<file path="src/rtl/button_debounce_pulse_pkg.sv">
// Shared definitions for the push-button conditioning path.
// Holds the state encodings and the default timing constants used by the RTL and its bench.
package button_debounce_pulse_pkg;

    typedef enum logic [1:0] {
        ST_IDLE  = 2'd0,
        ST_ARM_H = 2'd1,
        ST_HIGH  = 2'd2,
        ST_ARM_L = 2'd3
    } state_e;

    localparam int DEF_DEB_CYCLES = 16;
    localparam int DEF_CNT_W      = 5;
    localparam int DEF_PULSE_LEN  = 2;

endpackage

</file>
<file path="src/rtl/button_debounce_pulse_sync_2ff.sv">
// Two-flop synchroniser for asynchronous chip inputs.
// Both stages clear to 0 on the asynchronous active-low reset.
module sync_2ff (
    input  logic CLK,
    input  logic reset,
    input  logic d,
    output logic q
);

    logic s1_q, s2_q;

    always_ff @(posedge CLK or negedge reset) begin
        if (!reset) begin
            s1_q <= 1'b0;
            s2_q <= 1'b0;
        end else begin
            s1_q <= d;
            s2_q <= s1_q;
        end
    end

    assign q = s2_q;

endmodule

</file>
<file path="src/rtl/button_debounce_pulse.sv">
// Push-button conditioner: synchronise, debounce on a stable-level counter, and emit a
// PULSE_LEN-cycle press pulse A that the downstream divide-by-2 FSM will always catch.
module button_debounce_pulse
    import button_debounce_pulse_pkg::*;
#(
    parameter int DEB_CYCLES = DEF_DEB_CYCLES,
    parameter int CNT_W      = DEF_CNT_W,
    parameter int PULSE_LEN  = DEF_PULSE_LEN
) (
    input  logic CLK,
    input  logic reset,
    input  logic btn_raw,
    output logic A,
    output logic level,
    output logic busy
);

    localparam int               PC_W    = $clog2(PULSE_LEN + 1);
    localparam logic [CNT_W-1:0] CNT_MAX = CNT_W'(DEB_CYCLES - 1);
    localparam logic [PC_W-1:0]  PC_LOAD = PC_W'(PULSE_LEN);

    logic             s2;
    state_e           state_q, state_d;
    logic [CNT_W-1:0] cnt_q, cnt_d;
    logic [PC_W-1:0]  pcnt_q, pcnt_d;
    logic             a_q, a_d;
    logic             press;

    sync_2ff u_sync (
        .CLK   (CLK),
        .reset (reset),
        .d     (btn_raw),
        .q     (s2)
    );

    always_ff @(posedge CLK or negedge reset) begin
        if (!reset) begin
            state_q <= ST_IDLE;
            cnt_q   <= '0;
            pcnt_q  <= '0;
            a_q     <= 1'b0;
        end else begin
            state_q <= state_d;
            cnt_q   <= cnt_d;
            pcnt_q  <= pcnt_d;
            a_q     <= a_d;
        end
    end

    // Any s2 change while arming drops back to the stable state; cnt clears on every move.
    always_comb begin
        state_d = state_q;
        cnt_d   = cnt_q;
        press   = 1'b0;
        case (state_q)
            ST_IDLE: begin
                if (s2) begin
                    state_d = ST_ARM_H;
                    cnt_d   = '0;
                end
            end
            ST_ARM_H: begin
                if (!s2) begin
                    state_d = ST_IDLE;
                    cnt_d   = '0;
                end else if (cnt_q == CNT_MAX) begin
                    state_d = ST_HIGH;
                    cnt_d   = '0;
                    press   = 1'b1;
                end else begin
                    cnt_d = cnt_q + 1'b1;
                end
            end
            ST_HIGH: begin
                if (!s2) begin
                    state_d = ST_ARM_L;
                    cnt_d   = '0;
                end
            end
            ST_ARM_L: begin
                if (s2) begin
                    state_d = ST_HIGH;
                    cnt_d   = '0;
                end else if (cnt_q == CNT_MAX) begin
                    state_d = ST_IDLE;
                    cnt_d   = '0;
                end else begin
                    cnt_d = cnt_q + 1'b1;
                end
            end
            default: begin
                state_d = ST_IDLE;
                cnt_d   = '0;
            end
        endcase
    end

    // The pulse runs to completion regardless of later state changes.
    always_comb begin
        pcnt_d = pcnt_q;
        if (press)
            pcnt_d = PC_LOAD;
        else if (pcnt_q != '0)
            pcnt_d = pcnt_q - 1'b1;
        a_d = (pcnt_d != '0);
    end

    assign A     = a_q;
    assign level = (state_q == ST_HIGH) || (state_q == ST_ARM_L);
    assign busy  = (state_q == ST_ARM_H) || (state_q == ST_ARM_L);

endmodule

</file>
<file path="config.mk">
export PLATFORM = sky130hd
export DESIGN_NAME = button_debounce_pulse
export DESIGN_NICKNAME = d
export VERILOG_FILES = /design/src/rtl/button_debounce_pulse_pkg.sv /design/src/rtl/button_debounce_pulse_sync_2ff.sv /design/src/rtl/button_debounce_pulse.sv
export SDC_FILE = /design/constraint.sdc
export NUM_CORES = 1
export LEC_CHECK = 0
export ABC_AREA = 1
export CAP_MARGIN = 20
export CORE_AREA = 2 2 39 41
export DETAILED_ROUTE_END_ITERATION = 8
export DIE_AREA = 0 0 41 43
export MAX_ROUTING_LAYER = met4
export PLACE_DENSITY = 0.73
export SLEW_MARGIN = 10
export SYNTH_ARGS = -nofsm -noshare
export SYNTH_HDL_FRONTEND = slang
export SYNTH_SLANG_ARGS = --single-unit
</file>
<file path="constraint.sdc">
create_clock -name CLK -period 1.2 [get_ports CLK]
set_input_delay 0.3 -clock CLK [delete_from_list [all_inputs] [get_ports CLK]]
set_output_delay 0.3 -clock CLK [all_outputs]
set_load 0.05 [all_outputs]
</file>
## Yosys cells after proc, flatten, opt, wreduce, memory -nomap -nowiden

Cells that the tools add are included.
W data, S select, Z words.

| operators by class | value |
|---|---|
| reduce and logical (&&, ||, !) cells | 7 |
| equal/unequal tests | 8 |
| add/subtract/negate cells | 2 |
| multiplexer cells | 18 |

Operators with widths:

| cell | count |
|---|---|
| $mux W5 | 5 |
| $pmux W5 S4 | 1 |
| $mux W2 | 8 |
| $pmux W2 S4 | 1 |
| $add A5 B1 Y5 const B | 1 |
| $eq A5 B4 Y1 const B | 1 |
| $eq A2 B2 Y1 const B | 2 |
| $reduce_and A4 Y1 | 1 |
| $reduce_bool A2 Y1 | 2 |
| $mux W1 | 3 |
| $ne A3 B2 Y1 const B | 1 |
| $ne A3 B3 Y1 const B | 1 |
| $eq A2 B1 Y1 const B | 1 |
| $logic_not A2 Y1 | 1 |
| $logic_or A1 B1 Y1 | 2 |
| $ne A2 B1 Y1 const B | 1 |
| $ne A2 B2 Y1 const B | 1 |
| $reduce_and A2 Y1 | 1 |
| $sub A2 B1 Y2 const B | 1 |

| storage, ports and cells | value |
|---|---|
| word-level logic and storage cells | 41 |
| register bits after elaboration | 12 |
| bits of input ports | 3 |
| output and inout bits | 3 |

## Longest topological paths before layout

| depth | value |
|---|---|
| word-level depth | 6 |
| gate-level depth with buffers | 7 |

## Cells and area by module

From an unflattened synthesis, not the netlist that was laid out.

| second synthesis, totals | value |
|---|---|
| cell total of the unflattened synthesis | 54 |
| area, all modules | 525.5 um2 |

By module, submodules not included:

| module | seq. area each (um2) | times used | area each (um2) | cells an instance |
|---|---|---|---|---|
| button_debounce_pulse | 250.2 | 1 | 475.5 | 52 |
| sync_2ff | 50.0 | 1 | 50.0 | 2 |

## Least setup slack after synthesis

Ideal clock, no wire load.

| timing | value |
|---|---|
| path kind | flip-flop to output port |
| from | register state_q[0] |
| to | output port busy |
| arrival | 867 ps |
| cell stages (with the launch flop) | 2 |
| required time | 900 ps |
| path slack | 33 ps |
| path buffers | 1 |
| cells stage by stage | dfrtp_1 > clkbuf_1 |

| on the way | value |
|---|---|
| cells in the longest elaborated chain, start to end | 2 |

Ends and longest elaborated chain:

| what | RTL line | source |
|---|---|---|
| start: declaration | button_debounce_pulse.sv:23 | `state_e state_q, state_d;` |
| start signal: assignment | button_debounce_pulse.sv:43 | `state_q <= state_d;` |
| $eq A2 B1 Y1 / $eq A2 B2 Y1 (equally long branches) | button_debounce_pulse.sv:110 | `assign busy = (state_q == ST_ARM_H) \|\| (state_q == ST_ARM_L);` |
| $logic_or A1 B1 Y1 (*) | button_debounce_pulse.sv:110 |  |
| end: declaration | button_debounce_pulse.sv:15 | `output logic busy` |

Mark *: on every way between the ends. The rest lies on a longest branch, timed or not.

## Worst setup path in the final report

Ends and elaborated chain as after synthesis.

==> results <==
-- power by group --
group	internal (mW)	switching [mW]
sequential	0.415	0.0128
combinational	0.0362	0.0426
clock	0.184	0.132
-- layout by cell type (no fill, tap or decap), drive strengths merged --
cell           synthesis  routed
a21oi                  1       1
xnor2                  1       1
mux2i                  1       1
o21ai                  3       3
buf                    0       8
nor2                   3       3
dfrtp                 12      12
clkdlybuf4s50          0       2
inv                   11      11
ha                     1       1
clkbuf                 2       4
nand4                  2       2
nor3                   2       2
nand2                 12      12
nand3                  7       7
-- metrics by stage --
| step | setup slack, ns | power, mW | hold WS [ns] | setup TNS (ns) |
|---|---|---|---|---|
| floorplan | 0.0334 | 0.470 | 0.00441 | 0 |
| global placement | 0.0821 | 0.503 | 0.333 | 0 |
| detailed placement | 0.00360 | 0.504 | 0.348 | 0 |
| CTS | -0.00481 | 0.823 | 0.325 | -0.00481 |
| global route | -0.0300 | 0.863 | 0.352 | -0.0451 |
| finish | 0.0147 | 0.823 | 0.322 | 0 |
-- area by class of cell --
cell class	instances	area, sq um	share of cell area
well taps	16	20.0	0.0266
clock buffers	4	36.3	0.0483
repair buffers	10	118	0.156
inverters	11	41.3	0.0549
flip-flops and latches	12	303	0.403
multi-input cells	33	234	0.311
-- layer usage --
metal  vias to the layer above  part of all wire
li1                        210                 -
met1                       190              0.41
met2                         4              0.55
met3                         2             0.018
met4                         0             0.013
met5                         -                 0
-- Yosys cell counts --
cell type / number
sky130_fd_sc_hd__dfrtp_1: 12
sky130_fd_sc_hd__nand2_1: 9
sky130_fd_sc_hd__inv_1: 8
sky130_fd_sc_hd__nand3_1: 4
sky130_fd_sc_hd__inv_2: 3
sky130_fd_sc_hd__nand2_2: 3
sky130_fd_sc_hd__nand3_2: 3
sky130_fd_sc_hd__clkbuf_1: 2
sky130_fd_sc_hd__nor2_2: 2
sky130_fd_sc_hd__o21ai_0: 2
sky130_fd_sc_hd__a21oi_1: 1
sky130_fd_sc_hd__ha_1: 1
sky130_fd_sc_hd__mux2i_1: 1
sky130_fd_sc_hd__nand4_1: 1
sky130_fd_sc_hd__nand4_2: 1
sky130_fd_sc_hd__nor2_1: 1
sky130_fd_sc_hd__nor3_1: 1
sky130_fd_sc_hd__nor3_2: 1
sky130_fd_sc_hd__o21ai_1: 1
sky130_fd_sc_hd__xnor2_1: 1
-- what timing repair did --
| action | CTS | global route |
|---|---|---|
| endpoints found under the setup margin | 3 | 5 |
| pin swaps | 0 | 2 |
| hold buffers | 0 | 0 |
| buffers inserted | 0 | 3 |
| resized for setup | 3 | 5 |
-- registers in the layout, indices dropped and copies added, names as in the netlist, named ones only --
| signal | count |
|---|---|
| A | 1 |
| cnt_q | 5 |
| pcnt_q | 2 |
| state_q | 1 |
| u_sync.q | 1 |
| u_sync.s1_q | 1 |
-- cell families (layout without fill, tap and decap cells) --
kind of cell / Yosys count / count (layout) / share of synthesized area
xor+xnor: 1 / 1 / 0.0158
compound gates: 4 / 4 / 0.0362
simple gates: 26 / 26 / 0.276
mux: 1 / 1 / 0.0181
flops: 12 / 12 / 0.543
fa+ha+maj: 1 / 1 / 0.0226
buf+inv: 13 / 25 / 0.0882
-- worst min-delay path by stage --
| stage | endpoint | from | slack [ns] | cells past startpoint |
|---|---|---|---|---|
| 4_1_cts | cnt_q[2]$_DFFE_PN0P_ | reset | 0.33 | 2 |
| 3_3_place_gp | u_sync.q$_DFF_PN0_ | u_sync.s1_q$_DFF_PN0_ | 0.33 | 0 |
| 6_report | cnt_q[2]$_DFFE_PN0P_ | reset | 0.32 | 2 |
| 3_5_place_dp | u_sync.q$_DFF_PN0_ | u_sync.s1_q$_DFF_PN0_ | 0.35 | 0 |
| 5_1_grt | u_sync.q$_DFF_PN0_ | reset | 0.35 | 2 |
| 2_1_floorplan | A$_DFF_PN0_ | reset | 0.004 | 0 |
==> results by group <==
Finish
  – Layout overhead on the synthesized area: 36.0%
  – Final #Nets: 75
  – Post-Route Utilization: 0.543
  – Proportion of layout cells with a drive suffix above 1: 0.414
  – Summed area of non-filler cells in the final layout: 752 sq um
  – Final Instance Count excl. Fillers: 86
  – Number of fill cells: 114
  – Number of antenna diodes: 0

Yosys
  – Syn Std Cell Area: 553 sq um
  – Area share of the largest cell type after synthesis: 0.543
  – Share of the yosys chip area belonging to registers: 0.543
  – Synth warn: 0
  – Post-Synthesis Cells: 58
  – Ranking of synthesized cells by area: sky130_fd_sc_hd__dfrtp_1 (54%), sky130_fd_sc_hd__nand2_1 (6.1%), sky130_fd_sc_hd__nand3_2 (5.4%)
  – Unique masters post-synth: 20
  – Area leader, netlist: sky130_fd_sc_hd__dfrtp_1
  – Per-instance average area after synthesis: 9.54 sq um
  – Net count of the mapped netlist: 62
  – Flip-flop and latch count after synthesis: 12

Clocking
  – CTS max path bufs: 2
  – Clock tree from TritonCTS: yes
  – Clock transition at path regs: 0.08 ns
  – Number of clock sinks: 12
  – Clock Root Buffer: sky130_fd_sc_hd__clkbuf_4
  – Skew-Pair Late Insertion Delay: 0.27 ns
  – Total clock buffers created by CTS: 3
  – H-tree level count: 1

Setup path
  – Worst Reg2Reg Path Length in Cells: 5
  – Required arrival time at the worst endpoint: 0.90 ns
  – Maximum single-stage delay on the critical path: 0.45 ns
  – CP Launch Type: flop
  – FF-to-FF setup slack: 0.03 ns
  – Cell breakdown of the critical path: buf_12
  – Dominant delay contributor by cell family on the critical path: flip-flops
  – End of the critical path: busy
  – Buffering stage count on the worst path with inverters included: 1
  – Crit path capture type: output port
  – Endpoint of the worst register-to-register path: state_q[0]$_DFFE_PN0P_
  – Data arrival time at the worst-slack endpoint: 0.89 ns
  – Critical Path Slowest Stage Cell: sky130_fd_sc_hd__dfrtp_2
  – Top fanout value on the critical path: 4
  – Worst setup path class: reg2out
  – Critical path origin: state_q[0]$_DFFE_PN0P_
  – Launching point of the worst reg2reg path: cnt_q[1]$_DFFE_PN0P_
  – Crit path depth: 1

Outcome
  – Result of the run: complete, no violations

GRT
  – GR met2 Demand/Resource: 0.191
  – Initial antenna violation count: 0
  – Global route overflow: 0
  – Most Crowded Layer GR: met2
  – Global-route met1 utilization: 0.168
  – Aggregate global-route resource usage: 0.135
  – Pin count of the biggest net entering global routing: 13
  – Vias in the first global route: 374
  – Global-route track usage on met3: 0.0157
  – Global-route wire length before repair: 1510 um

STA
  – Endpoints failing hold: 0
  – Setup-failing EPs final: 0
  – Final worst path period need: 1.19 ns
  – RSZ-0062 raised after global routing: yes
  – Max Slew Vio Count: 0
  – Final critical-path share of the clock period: 0.988
  – Max Fclk: 0.844 GHz
  – Worst-margin pin slew: 0.259 ns
  – Clock skew: 0.00672 ns
  – Headroom to the max-slew limit: 0.827

Placed design
  – HPWL reported at the end of detailed placement: 727 um
  – Placed cell count: 79
  – Post-detailed-placement cell area: 661 sq um
  – Input/output buffers: 5
  – Final RePlAce weighted congestion: 0.764

Detailed routing
  – Routed WL per cell: 12.2 um
  – DRC violation count after routing: 0
  – Detailed-route wire length: 1050 um
  – Iteration-0 DRC count of the detailed router: 6
  – Via/cell ratio: 4.72
  – Number of detailed-routing iterations run before antenna repair: 3
  – Remaining number of nets flagged by the antenna check after routing: 0
  – Via total after detailed routing: 406

Floorplanning
  – Area of the core region: 1380 sq um
  – Horizontal die dimension: 41 um
  – Boundary pin count: 6
  – Effective utilization at floorplan: 0.400
  – Height of the die: 43 um
  – Area enclosed by the die boundary: 1760 sq um
  – Standard-cell row count: 14

Power
  – Leakage dissipation: 0.350 nW
  – Worst IR drop on VDD: 0.532 mV
  – PwrDens: 1090 nW/um^2

Min path
  – Class of the tightest hold or removal check: in2async

Flow run
  – Count of max-cap constraint violations: 0
Note: power is estimated with default switching activity, not from simulation.
